<file path="src/rtl/riscv_imem_loader_pkg.sv">
// Shared constants for the instruction-memory loader: opcodes, NOP word,
// FSM state encodings and an immediate range helper.
package riscv_imem_loader_pkg;

  localparam int unsigned DW = 32;

  localparam logic [6:0] OP_IMM    = 7'b0010011;
  localparam logic [6:0] OP_LOAD   = 7'b0000011;
  localparam logic [6:0] OP_STORE  = 7'b0100011;
  localparam logic [6:0] OP_BRANCH = 7'b1100011;
  localparam logic [6:0] OP_JAL    = 7'b1101111;
  localparam logic [6:0] OP_REG    = 7'b0110011;

  localparam logic [DW-1:0] NOP_INST = 32'h0000_0013;

  localparam logic [1:0] S_IDLE  = 2'd0;
  localparam logic [1:0] S_LOAD  = 2'd1;
  localparam logic [1:0] S_DRAIN = 2'd2;

  // True when v fits in a 'bits'-wide two's-complement field
  // (all bits above the field's sign bit equal that sign bit).
  function automatic logic fits_signed(input logic [31:0] v, input int unsigned bits);
    logic ok;
    ok = 1'b1;
    for (int unsigned i = bits; i < 32; i++) begin
      if (v[i] != v[bits-1]) ok = 1'b0;
    end
    return ok;
  endfunction

endpackage

</file>
<file path="src/rtl/riscv_encoder.sv">
// Combinational RV32I encoder: packs instruction fields and a byte-offset
// immediate into a 32-bit word; flags unsupported opcodes and immediates
// that do not fit, substituting a NOP in that case.
module riscv_encoder
  import riscv_imem_loader_pkg::*;
(
  input  logic [6:0]    opcode_i,
  input  logic [4:0]    rd_i,
  input  logic [4:0]    rs1_i,
  input  logic [4:0]    rs2_i,
  input  logic [2:0]    func3_i,
  input  logic [6:0]    func7_i,
  input  logic [31:0]   imm_i,
  output logic [DW-1:0] inst_o,
  output logic          enc_err_o
);

  // Select the format by opcode; any error replaces the word with NOP.
  always_comb begin
    inst_o    = NOP_INST;
    enc_err_o = 1'b0;
    case (opcode_i)
      OP_IMM, OP_LOAD: begin
        inst_o    = {imm_i[11:0], rs1_i, func3_i, rd_i, opcode_i};
        enc_err_o = !fits_signed(imm_i, 12);
      end
      OP_STORE: begin
        inst_o    = {imm_i[11:5], rs2_i, rs1_i, func3_i, imm_i[4:0], opcode_i};
        enc_err_o = !fits_signed(imm_i, 12);
      end
      OP_BRANCH: begin
        inst_o    = {imm_i[12], imm_i[10:5], rs2_i, rs1_i, func3_i,
                     imm_i[4:1], imm_i[11], opcode_i};
        enc_err_o = !fits_signed(imm_i, 13) || imm_i[0];
      end
      OP_JAL: begin
        inst_o    = {imm_i[20], imm_i[10:1], imm_i[11], imm_i[19:12], rd_i, opcode_i};
        enc_err_o = !fits_signed(imm_i, 21) || imm_i[0];
      end
      OP_REG: begin
        inst_o    = {func7_i, rs2_i, rs1_i, func3_i, rd_i, opcode_i};
      end
      default: enc_err_o = 1'b1;
    endcase
    if (enc_err_o) inst_o = NOP_INST;
  end

endmodule

</file>
<file path="src/rtl/riscv_imem_loader.sv">
// Instruction-memory loader: accepts field bundles over valid/ready, encodes
// them and writes the words sequentially from a programmable base address.
module riscv_imem_loader
  import riscv_imem_loader_pkg::*;
#(
  parameter int unsigned AW = 8
) (
  input  logic          clk_i,
  input  logic          rst_n_i,
  input  logic          start_i,
  input  logic [AW-1:0] base_addr_i,
  input  logic          in_valid_i,
  output logic          in_ready_o,
  input  logic          in_last_i,
  input  logic [6:0]    opcode_i,
  input  logic [4:0]    rd_i,
  input  logic [4:0]    rs1_i,
  input  logic [4:0]    rs2_i,
  input  logic [2:0]    func3_i,
  input  logic [6:0]    func7_i,
  input  logic [31:0]   imm_i,
  output logic          memWr_en_o,
  output logic [AW-1:0] memAddr_o,
  output logic [31:0]   memData_o,
  output logic          busy_o,
  output logic          done_o,
  output logic [AW:0]   count_o,
  output logic          err_o
);

  localparam logic [AW:0] FULL_CNT = (AW+1)'(1) << AW;
  localparam logic [AW:0] LAST_CNT = FULL_CNT - (AW+1)'(1);

  logic [1:0]    state;
  logic [AW-1:0] addr;
  logic [31:0]   enc_word;
  logic          enc_err;
  logic          accept;

  riscv_encoder u_enc (
    .opcode_i  (opcode_i),
    .rd_i      (rd_i),
    .rs1_i     (rs1_i),
    .rs2_i     (rs2_i),
    .func3_i   (func3_i),
    .func7_i   (func7_i),
    .imm_i     (imm_i),
    .inst_o    (enc_word),
    .enc_err_o (enc_err)
  );

  // Ready depends only on registered state, never on in_valid_i.
  always_comb begin
    in_ready_o = (state == S_LOAD) && (count_o != FULL_CNT);
    busy_o     = (state != S_IDLE);
    accept     = in_valid_i && in_ready_o;
  end

  // Session FSM plus registered write port; an accepted beat appears on the
  // write port the following cycle. Reaching full capacity marks an error.
  always_ff @(posedge clk_i or negedge rst_n_i) begin
    if (!rst_n_i) begin
      state      <= S_IDLE;
      addr       <= '0;
      count_o    <= '0;
      err_o      <= 1'b0;
      memWr_en_o <= 1'b0;
      memAddr_o  <= '0;
      memData_o  <= '0;
      done_o     <= 1'b0;
    end else begin
      memWr_en_o <= accept;
      done_o     <= accept && in_last_i;
      case (state)
        S_IDLE: begin
          if (start_i) begin
            addr    <= base_addr_i;
            count_o <= '0;
            err_o   <= 1'b0;
            state   <= S_LOAD;
          end
        end
        S_LOAD: begin
          if (accept) begin
            memAddr_o <= addr;
            memData_o <= enc_word;
            addr      <= addr + AW'(1);
            count_o   <= count_o + (AW+1)'(1);
            if (enc_err || (count_o == LAST_CNT)) err_o <= 1'b1;
            if (in_last_i) state <= S_DRAIN;
          end
        end
        S_DRAIN: state <= S_IDLE;
        default: state <= S_IDLE;
      endcase
    end
  end

endmodule
</file>
<file path="config.mk">
export PLATFORM = sky130hd
export DESIGN_NAME = riscv_imem_loader
export DESIGN_NICKNAME = d
export VERILOG_FILES = /design/src/rtl/riscv_imem_loader_pkg.sv /design/src/rtl/riscv_encoder.sv /design/src/rtl/riscv_imem_loader.sv
export SDC_FILE = /design/constraint.sdc
export NUM_CORES = 1
export LEC_CHECK = 0
export BUFFER_PORTS_ARGS = -buffer_cell sky130_fd_sc_hd__buf_2
export CORE_MARGIN = 3
export CORE_UTILIZATION = 45
export CTS_CLUSTER_DIAMETER = 200
export CTS_CLUSTER_SIZE = 25
export DETAILED_ROUTE_END_ITERATION = 8
export PLACE_DENSITY = 0.74
export SLEW_MARGIN = 20
export SYNTH_ARGS = -nofsm -noshare
export SYNTH_HDL_FRONTEND = slang
export SYNTH_SLANG_ARGS = --single-unit
</file>
<file path="constraint.sdc">
create_clock -name clk_i -period 6.6 [get_ports clk_i]
set_input_delay 1.32 -clock clk_i [delete_from_list [all_inputs] [get_ports clk_i]]
set_output_delay 1.32 -clock clk_i [all_outputs]
set_load 0.01 [all_outputs]
</file>
== Word-level counts from Yosys, hierarchy flattened ==
Index checks and enable logic that the tools add are counted.
Storage, ports and cells
  memory bits (writable): 0
  bits in latches: 0
  output and inout bits: 54
  bits in read-only memories: 0
  word-level logic and storage cells: 162
  memories: 0
  input port bits: 77
  register bits after elaboration: 62
Cells by class
  reduce and logical (&&, ||, !) cells: 18
  $mul: 0
  shifts and indexed selects: 0
  $lt $le $gt $ge: 0
  muxes and demuxes: 71
  bitwise logic cells: 0
  equality and inequality tests: 63
  div/mod/pow operators: 0
  $add $sub $neg: 2
Operator list (count)
  one-hot mux 32 bit (5 select lines): 1
  2-to-1 mux 1 bit: 57
  != test 1 bit: 50
  2-to-1 mux 32 bit: 1
  2-to-1 mux 9 bit: 2
  one-hot mux 9 bit (2 select lines): 1
  2-to-1 mux 8 bit: 2
  one-hot mux 8 bit (2 select lines): 1
  == test 7 x 6 -> 1 bit, second input constant: 2
  == test 7 bit, second input constant: 2
  adder 9 x 1 -> 9 bit, second input constant: 1
  == test 9 x 8 -> 1 bit, second input constant: 1
  != test 9 bit, second input constant: 1
  adder 8 x 1 -> 8 bit, second input constant: 1
  == test 7 x 2 -> 1 bit, second input constant: 1
  == test 7 x 5 -> 1 bit, second input constant: 1
  2-to-1 mux 2 bit: 3
  != test 2 bit, second input constant: 3
  AND reduction 3 bit: 2
  one-hot mux 1 bit (5 select lines): 1
  logical NOT 1 bit: 4
  one-hot mux 2 bit (2 select lines): 1
  AND reduction 4 bit: 1
  nonzero test 2 bit: 2
  8 further kinds: 12

== Depth between registers and ports, before layout ==
Gate-level depths: netlist (run 1).
  depth after elaboration: 28
  mapped depth: 9
  gate-level depth less buffers: 8

== Cells and area by module ==
Synthesis (run 1) repeated with hierarchy kept, for this count alone.
Second synthesis, totals
  cells, all modules: 424
  area, all modules: 3648.5 um2
By module, submodules not included
  riscv_imem_loader: seq. area each 1551.5 um2, area each 2663.8 um2, cells each 292, instances 1
  riscv_encoder: seq. area each 0.0 um2, area each 984.7 um2, cells each 132, instances 1

== Worst setup path before layout (run 1) ==
OpenSTA, ideal clock, no wires.
  path type: input-to-reg
  start: input imm_i[21]
  end: register memData_o[10]
  stages on the path: 6
  arrival time: 3.059 ns
  library setup time: 0.104 ns
  path buffers: 1
  setup slack: 3.437 ns
  required time: 6.496 ns
  cell sequence: or4_4 nor4_4 a22oi_1 o311a_4 buf_6 o41ai_2
On the way
  word-level cells in the longest chain between the ends: 17
  elaborated cells on any way between the ends: 48
  those cells by class: eq/ne: 3; mux: 39; reduce/logical: 6
Ends and longest elaborated chain
  start: declaration: RTL line riscv_imem_loader.sv:21  | input logic [31:0] imm_i,
  != test 1 bit: RTL line riscv_imem_loader_pkg.sv:26  | if (v[i] != v[bits-1]) ok = 1'b0;
  2-to-1 mux 1 bit (11 in series): RTL line riscv_imem_loader_pkg.sv:26
  2-to-1 mux 1 bit: RTL line riscv_encoder.sv:22  | case (opcode_i)
  logical NOT 1 bit (on tied branches): RTL line riscv_encoder.sv:38, riscv_encoder.sv:34
  logical OR 1 bit (on tied branches): RTL line riscv_encoder.sv:38, riscv_encoder.sv:34
  one-hot mux 1 bit (5 select lines) *: RTL line riscv_encoder.sv:22
  2-to-1 mux 32 bit *: RTL line riscv_encoder.sv:45  | if (enc_err_o) inst_o = NOP_INST;
  end signal: assignment: RTL line riscv_imem_loader.sv:86  | memData_o <= enc_word;
  end: declaration: RTL line riscv_imem_loader.sv:24  | output logic [31:0] memData_o,
Mark *: on every way between the ends. The rest lies on a longest branch, timed or not. The select of a mux whose other input is x is not followed.
A chain may end at the register's enable or synchronous reset.

== Worst setup path in the final report (run 1) ==
  start: input in_valid_i
  end: register memData_o[4]
On the way
  word-level cells in the longest chain between the ends: 2
Ends and longest elaborated chain
  start: declaration: RTL line riscv_imem_loader.sv:12  | input logic in_valid_i,
  logical AND 1 bit: RTL line riscv_imem_loader.sv:56  | accept = in_valid_i && in_ready_o;
  AND reduction 2 bit (no source line)
Every way passes these cells.

==> results.json, run 1 <==
{
  "vias_per_cell": 5.52,
  "stdcell_count": 586,
  "antenna_found_initial": 0,
  "ant_nets": 0,
  "gp_congestion": 0.847,
  "grt_max_degree": 63,
  "synthDistinctLibCells": 53,
  "die_h_um": 93.0,
  "final_common_cell": "buf_2",
  "required_ps": 6810,
  "synth-edff-count": 0,
  "synth_fp_nets": 439,
  "finalCritPeriodShare": 0.569,
  "num-fill-cells": 678,
  "crit_path_start": "in_valid_i",
  "coreArea_um2": 7290,
  "cts_setup_buffers": 0,
  "first_pass_iters": 4,
  "ioPinCount": 131,
  "cts_tree": "done",
  "grt_usage": 0.212,
  "rsz0062_at_grt": "false",
  "holdBufCountCts": 0,
  "crit_type": "input pin to flip-flop",
  "synthFlopType": "dfrtp_1",
  "r2r-start": "count_o[0]",
  "cts-resized-gates": 0,
  "most-common-layout-cells": "buf_2, nand2_1, dfrtp_1",
  "min_path_type": "flip-flop to flip-flop",
  "dpl_cell_area_um2": 4120,
  "seq_area_um2": 1550,
  "min_period_ps": 3760,
  "maxCapViolCount": 0,
  "finalInstanceArea_um2": 4330,
  "multi_input_area_um2": 1750,
  "async_flop_share": 1.00,
  "setup_tns_ps": 0,
  "synth_area_leaders": "dfrtp_1, nand2_1, o41ai_2",
  "synth_top_area_share": 0.455,
  "synth_seq_area_share": 0.455,
  "wl_per_cell_um": 15.4,
  "cts_buffers": 9,
  "row_count": 31,
  "worstMarginPinSlew_ps": 930,
  "synth_area_per_cell_um2": 9.52,
  "synthCells": 358,
  "syn_area_um2": 3410,
  "drv_slew": 0,
  "dr_total_vias": 3232,
  "cts_root_buf": "clkbuf_8",
  "final_nets": 563,
  "status": "finished clean",
  "cts_max_path_buffers": 2,
  "post-synth-top-area-cell": "dfrtp_1",
  "clk_latency_ps": 330,
  "syn_to_final_growth_pct": 27.0,
  "finalClockSkew_ps": 6.81,
  "ys_ff_latch": 62,
  "h-tree-depth": 3,
  "drive_above_1_share": 0.349,
  "fmax_mhz": 266,
  "finalWirelength_um": 9050,
  "hold_start": "memAddr_o[2]",
  "leakagePower_nw": 2.12,
  "drcViolationCount": 0,
  "crit_path_end_kind": "flip-flop",
  "port_buffers": 130,
  "start_kind": "input pin",
  "dieArea_um2": 8660,
  "dp_cells": 570,
  "setup_viol": 0,
  "path_clk_slew_ps": 60,
  "slew_headroom": 0.378,
  "rrSetupSlack_ps": 2890,
  "globalRouteOverflowTotal": 0,
  "n_antenna_cell": 0,
  "finalHoldViolCount": 0,
  "yosys_warnings": 0,
  "clock-sinks": 62,
  "initial_core_util": 0.468,
  "dpl.hpwl_um": 6540,
  "die_w_um": 93.0,
  "worstPathArrival_ps": 3970,
  "grt_pass1_vias": 3134,
  "peakVddDrop_v": 0.000120,
  "grt_pass1_wl_um": 14800,
  "drtIter0Drc": 183,
  "crit_path_max_fanout": 52,
  "powerDensity_nw_per_um2": 300
}
-- cell usage after synthesis (all sizes together), types with 2 or more instances --
| cell type | n |
|---|---|
| a31oi | 3 |
| ha | 4 |
| xor2 | 4 |
| and3 | 3 |
| nand2b | 5 |
| dfrtp | 62 |
| inv | 7 |
| nor4 | 2 |
| nor2 | 29 |
| a22oi | 16 |
| and2 | 4 |
| nor3b | 3 |
| nand2 | 88 |
| o41ai | 17 |
| clkbuf | 11 |
| o31ai | 12 |
| xnor2 | 2 |
| nand3 | 8 |
| o21ai | 8 |
| buf | 8 |
| nand4 | 6 |
| nor3 | 5 |
| or3 | 2 |
| o22ai | 3 |
| a21oi | 9 |
| and4 | 2 |
| or4 | 5 |
| a22o | 9 |
-- registers in the layout (all words and copies together) (netlist names) --
| register | flops |
|---|---|
| addr | 8 |
| memAddr_o | 8 |
| count_o | 9 |
| memData_o | 32 |
| memWr_en_o | 1 |
| done_o | 1 |
| state | 2 |
| err_o | 1 |
-- critical path: stages --
cell,delay [ps]
buf_2,100
o211ai_4,70
buf_4,320
inv_1,740
nand2_1,790
o41a_1,590
-- layout make-up --
type                    count  share of cell area
flip-flops and latches     62               0.358
repair buffers            132               0.154
clock inverters             4              0.0162
inverters                   7             0.00607
multi-input cells         270               0.404
clock buffers              12              0.0335
well taps                  99              0.0286
-- routing by layer --
layer	vias up	part of all wire	track usage
met5	-	0	0
met4	0	0.012	0.0586
met3	10	0.064	0.0434
met2	114	0.48	0.347
met1	1538	0.45	0.286
li1	1570	-	-
-- through the flow --
stage	hold WS, ps	util	setup slack [ps]	power, mW
3_3_place_gp	455	0.565	2550	0.932
3_5_place_dp	455	0.565	2480	0.943
6_report	471	0.594	2840	1.30
2_1_floorplan	454	-	3440	0.778
4_1_cts	475	0.594	2840	1.31
5_1_grt	497	0.594	2610	1.39
-- cells by family (layout without fill, tap and decap cells) --
family / after synthesis / in the layout / synth area share
adder cells (fa/ha/maj): 4 / 4 / 0.0147
AND/OR/NAND/NOR: 169 / 169 / 0.236
XOR/XNOR: 6 / 6 / 0.0154
buffers and inverters: 26 / 155 / 0.0345
AO/OA/AOI/OAI: 91 / 91 / 0.244
flip-flops: 62 / 62 / 0.455
-- path summary, 6_finish.rpt --
kind / endpoint / cells past startpoint
worst min register to register: memAddr_o[2] / 2
worst min-delay path: memAddr_o[2] / 2
worst max-delay path: memData_o[4] / 6
min in group asynchronous: count_o[3] / 2
worst max register to register: memData_o[10] / 8
max in group asynchronous: addr[3] / 2
-- power breakdown --
group / internal (mW) / switching (mW)
logic: 0.152 / 0.254
registers: 0.459 / 0.0683
clock network: 0.222 / 0.144
Note: power is estimated with default switching activity, not from simulation.
==> run 2: changes to the inputs <==
--- a/config.mk
+++ b/config.mk
@@ -5,6 +5,7 @@
 export SDC_FILE = /design/constraint.sdc
 export NUM_CORES = 1
 export LEC_CHECK = 0
+export ABC_AREA = 1
 export BUFFER_PORTS_ARGS = -buffer_cell sky130_fd_sc_hd__buf_2
 export CORE_MARGIN = 3
 export CORE_UTILIZATION = 45
==> constraint.sdc (replaced) <==
create_clock -name clk_i -period 3.5 [get_ports clk_i]
set_input_delay 0.7 -clock clk_i [delete_from_list [all_inputs] [get_ports clk_i]]
set_output_delay 0.7 -clock clk_i [all_outputs]
set_load 0.01 [all_outputs]
==> run 2 against run 1 <==
Net effect:
- setup slack got worse by 1600 ps
- synthesized cell count is 29% higher
- largest cell class unchanged
- via count is 6.6% higher
- combinational power is 82% higher
- global-route usage rose by 0.80 points
- final cell count rose by 18%
- final area fell by 0.43%
==> results.json, run 2 <==
{
  "synth_area_per_cell_um2": 7.41,
  "netSwitchingFraction": 0.369,
  "setup_viol": 0,
  "finalCritPeriodShare": 0.651,
  "comb_power_share": 0.330,
  "cts_buffers": 9,
  "cts_max_path_buffers": 2,
  "required_ps": 3700,
  "leakagePower_nw": 2.38,
  "finalClockSkew_ps": 10.9,
  "drive_above_1_share": 0.273,
  "synth-edff-count": 0,
  "syn_area_um2": 3420,
  "multi_input_area_um2": 1620,
  "n_antenna_cell": 0,
  "first_pass_iters": 5,
  "setup_tns_ps": 0,
  "holdBufCountCts": 0,
  "largest_reg_flops": 32,
  "synthCells": 461,
  "crit_path_max_fanout": 46,
  "fin_util": 0.591,
  "start_kind": "flip-flop",
  "vias_per_cell": 4.98,
  "slowest_delay_ps": 420,
  "synth_seq_area_share": 0.454,
  "rsz0062_at_grt": "false",
  "grt_pass1_wl_um": 15300,
  "row_count": 31,
  "synth_most_common_cell": "nand2_1",
  "grt_pass1_vias": 3452,
  "async_flop_share": 1.00,
  "endpoint": "memData_o[14]",
  "maxCapViolCount": 0,
  "slew_headroom": 0.378,
  "globalRouteOverflowTotal": 0,
  "num-fill-cells": 724,
  "drcViolationCount": 0,
  "final_nets": 671,
  "ant_nets": 0,
  "peakVddDrop_v": 0.000268,
  "path_clk_slew_ps": 70,
  "final_common_cell": "nand2_1",
  "clkPwrFrac": 0.251,
  "coreArea_um2": 7290,
  "synthFlopType": "dfrtp_1",
  "clock-sinks": 62,
  "r2r-start": "count_o[6]",
  "cts_setup_buffers": 0,
  "dieArea_um2": 8670,
  "cts_tree": "done",
  "rrSetupSlack_ps": 1220,
  "gp_congestion": 0.890,
  "ys_ff_latch": 62,
  "clk_latency_ps": 330,
  "grt_max_degree": 47,
  "yosys_warnings": 0,
  "reg2reg_depth": 7,
  "dr_total_vias": 3446,
  "crit_path_start": "count_o[6]",
  "post-synth-top-area-cell": "dfrtp_1",
  "top_regs": "memData_o x32, count_o x9",
  "synthTopCellsByCount": "nand2_1, dfrtp_1, o21ai_0, nor2_1, inv_1",
  "port_buffers": 130,
  "worstPathArrival_ps": 2480,
  "cts-resized-gates": 0,
  "p_int_mw": 1.42,
  "drtIter0Drc": 166,
  "status": "finished clean",
  "synth_fp_nets": 542,
  "min_period_ps": 2280,
  "antenna_found_initial": 0,
  "critPathSlowestCell": "dfrtp_1",
  "h-tree-depth": 3,
  "initial_core_util": 0.468,
  "finalWirelength_um": 9060,
  "regMostFlops": "memData_o",
  "min_path_type": "input pin to async pin",
  "crit_path_end_kind": "flip-flop",
  "finalHoldViolCount": 0,
  "die_w_um": 93.1,
  "synthDistinctLibCells": 37,
  "synth_top_area_share": 0.454,
  "die_h_um": 93.1,
  "r2r-end": "memData_o[14]",
  "fmax_mhz": 439,
  "grt_usage": 0.220,
  "most-common-layout-cells": "nand2_1, buf_2, dfrtp_1",
  "powerDensity_nw_per_um2": 521,
  "ioPinCount": 131,
  "wl_per_cell_um": 13.1,
  "seqPwrFrac": 0.419,
  "dpl.hpwl_um": 7020,
  "crit_chain": "nor4_1 > nand4_1 > nand3_2 > buf_4 > inv_2 > nand3_1 > o21ai_0",
  "drv_slew": 0,
  "crit_type": "flip-flop to flip-flop",
  "synth_area_leaders": "dfrtp_1, nand2_1, o21ai_0",
  "syn_to_final_growth_pct": 26.3,
  "p_switching_mw": 0.829,
  "worstMarginPinSlew_ps": 931,
  "seq_area_um2": 1550,
  "cts_root_buf": "clkbuf_8"
}
run 2: changes by cell type in the layout (fill, tap and decap cells not counted), sizes merged, moves of 5 or more:
cell,previous run,this run
nand2,88,164
o21ai,8,47
inv,7,43
nand3,8,27
nor2,29,46
o41ai,17,0
o31ai,12,1
a22o,9,0
a22oi,16,8
nand2b,5,0
or4,5,0
run 2: worst min-delay path by stage:
| stage | end | slack (ps) | cells past startpoint |
|---|---|---|---|
| floorplan | addr[0] | 400 | 0 |
| global placement | memData_o[1] | 440 | 1 |
| detailed placement | memData_o[0] | 450 | 1 |
| CTS | count_o[5] | 460 | 1 |
| global route | memData_o[0] | 470 | 1 |
| finish | count_o[5] | 430 | 1 |
run 2: worst max-delay path: cells and delay by family, from the launching register on:
kind / cells / cell delay (ps)
DFF: 1 / 420
buffers and inverters: 2 / 640
AOI/OAI and AO/OA: 1 / 120
and+or+nand+nor: 4 / 950
run 2: logic make-up (layout without fill, tap and decap cells):
group	count (synthesis)	count (layout)	synth area share
and+or+nand+nor	256	256	0.321
AOI/OAI and AO/OA	75	75	0.127
DFF	62	62	0.454
buffers and inverters	60	192	0.0725
adders and majority gates	4	4	0.0147
xor gates and xnor gates	4	4	0.0103
run 2: metal layers:
layer,vias to the layer above,share of wire,global-route usage
li1,1756,-,-
met1,1559,0.44,0.279
met5,-,0,0
met2,115,0.47,0.358
met3,16,0.072,0.0603
met4,0,0.019,0.0855
run 2: power by group through the flow:
stage / registers, mW / logic [mW] / clock network (mW)
after floorplan: 0.972 / 0.451 / 0
after detailed placement: 0.952 / 0.745 / 0
final: 0.941 / 0.740 / 0.564
after CTS: 0.939 / 0.749 / 0.574
after global routing: 0.960 / 0.853 / 0.606
after global placement: 0.948 / 0.727 / 0
run 2: area by class of cell:
class | instances | area share
Inverter | 45 | 0.0392
Tap cell | 99 | 0.0287
Clock inverter | 1 | 0.00116
Sequential cell | 62 | 0.360
Timing Repair Buffer | 133 | 0.156
Multi-Input combinational cell | 339 | 0.376
Clock buffer | 13 | 0.0392
run 2: per-stage QoR:
step                hold slack, ps  total power, mW  cell area (um^2)  worst slack [ps]  cells
global route                   470             2.42              4310               981    692
CTS                            457             2.26              4310              1210    692
detailed placement             447             1.70              4140              1190    678
global placement               444             1.68              4140              1220    678
floorplan                      404             1.42              3420              1610    461
finish                         433             2.25              4310              1220    692
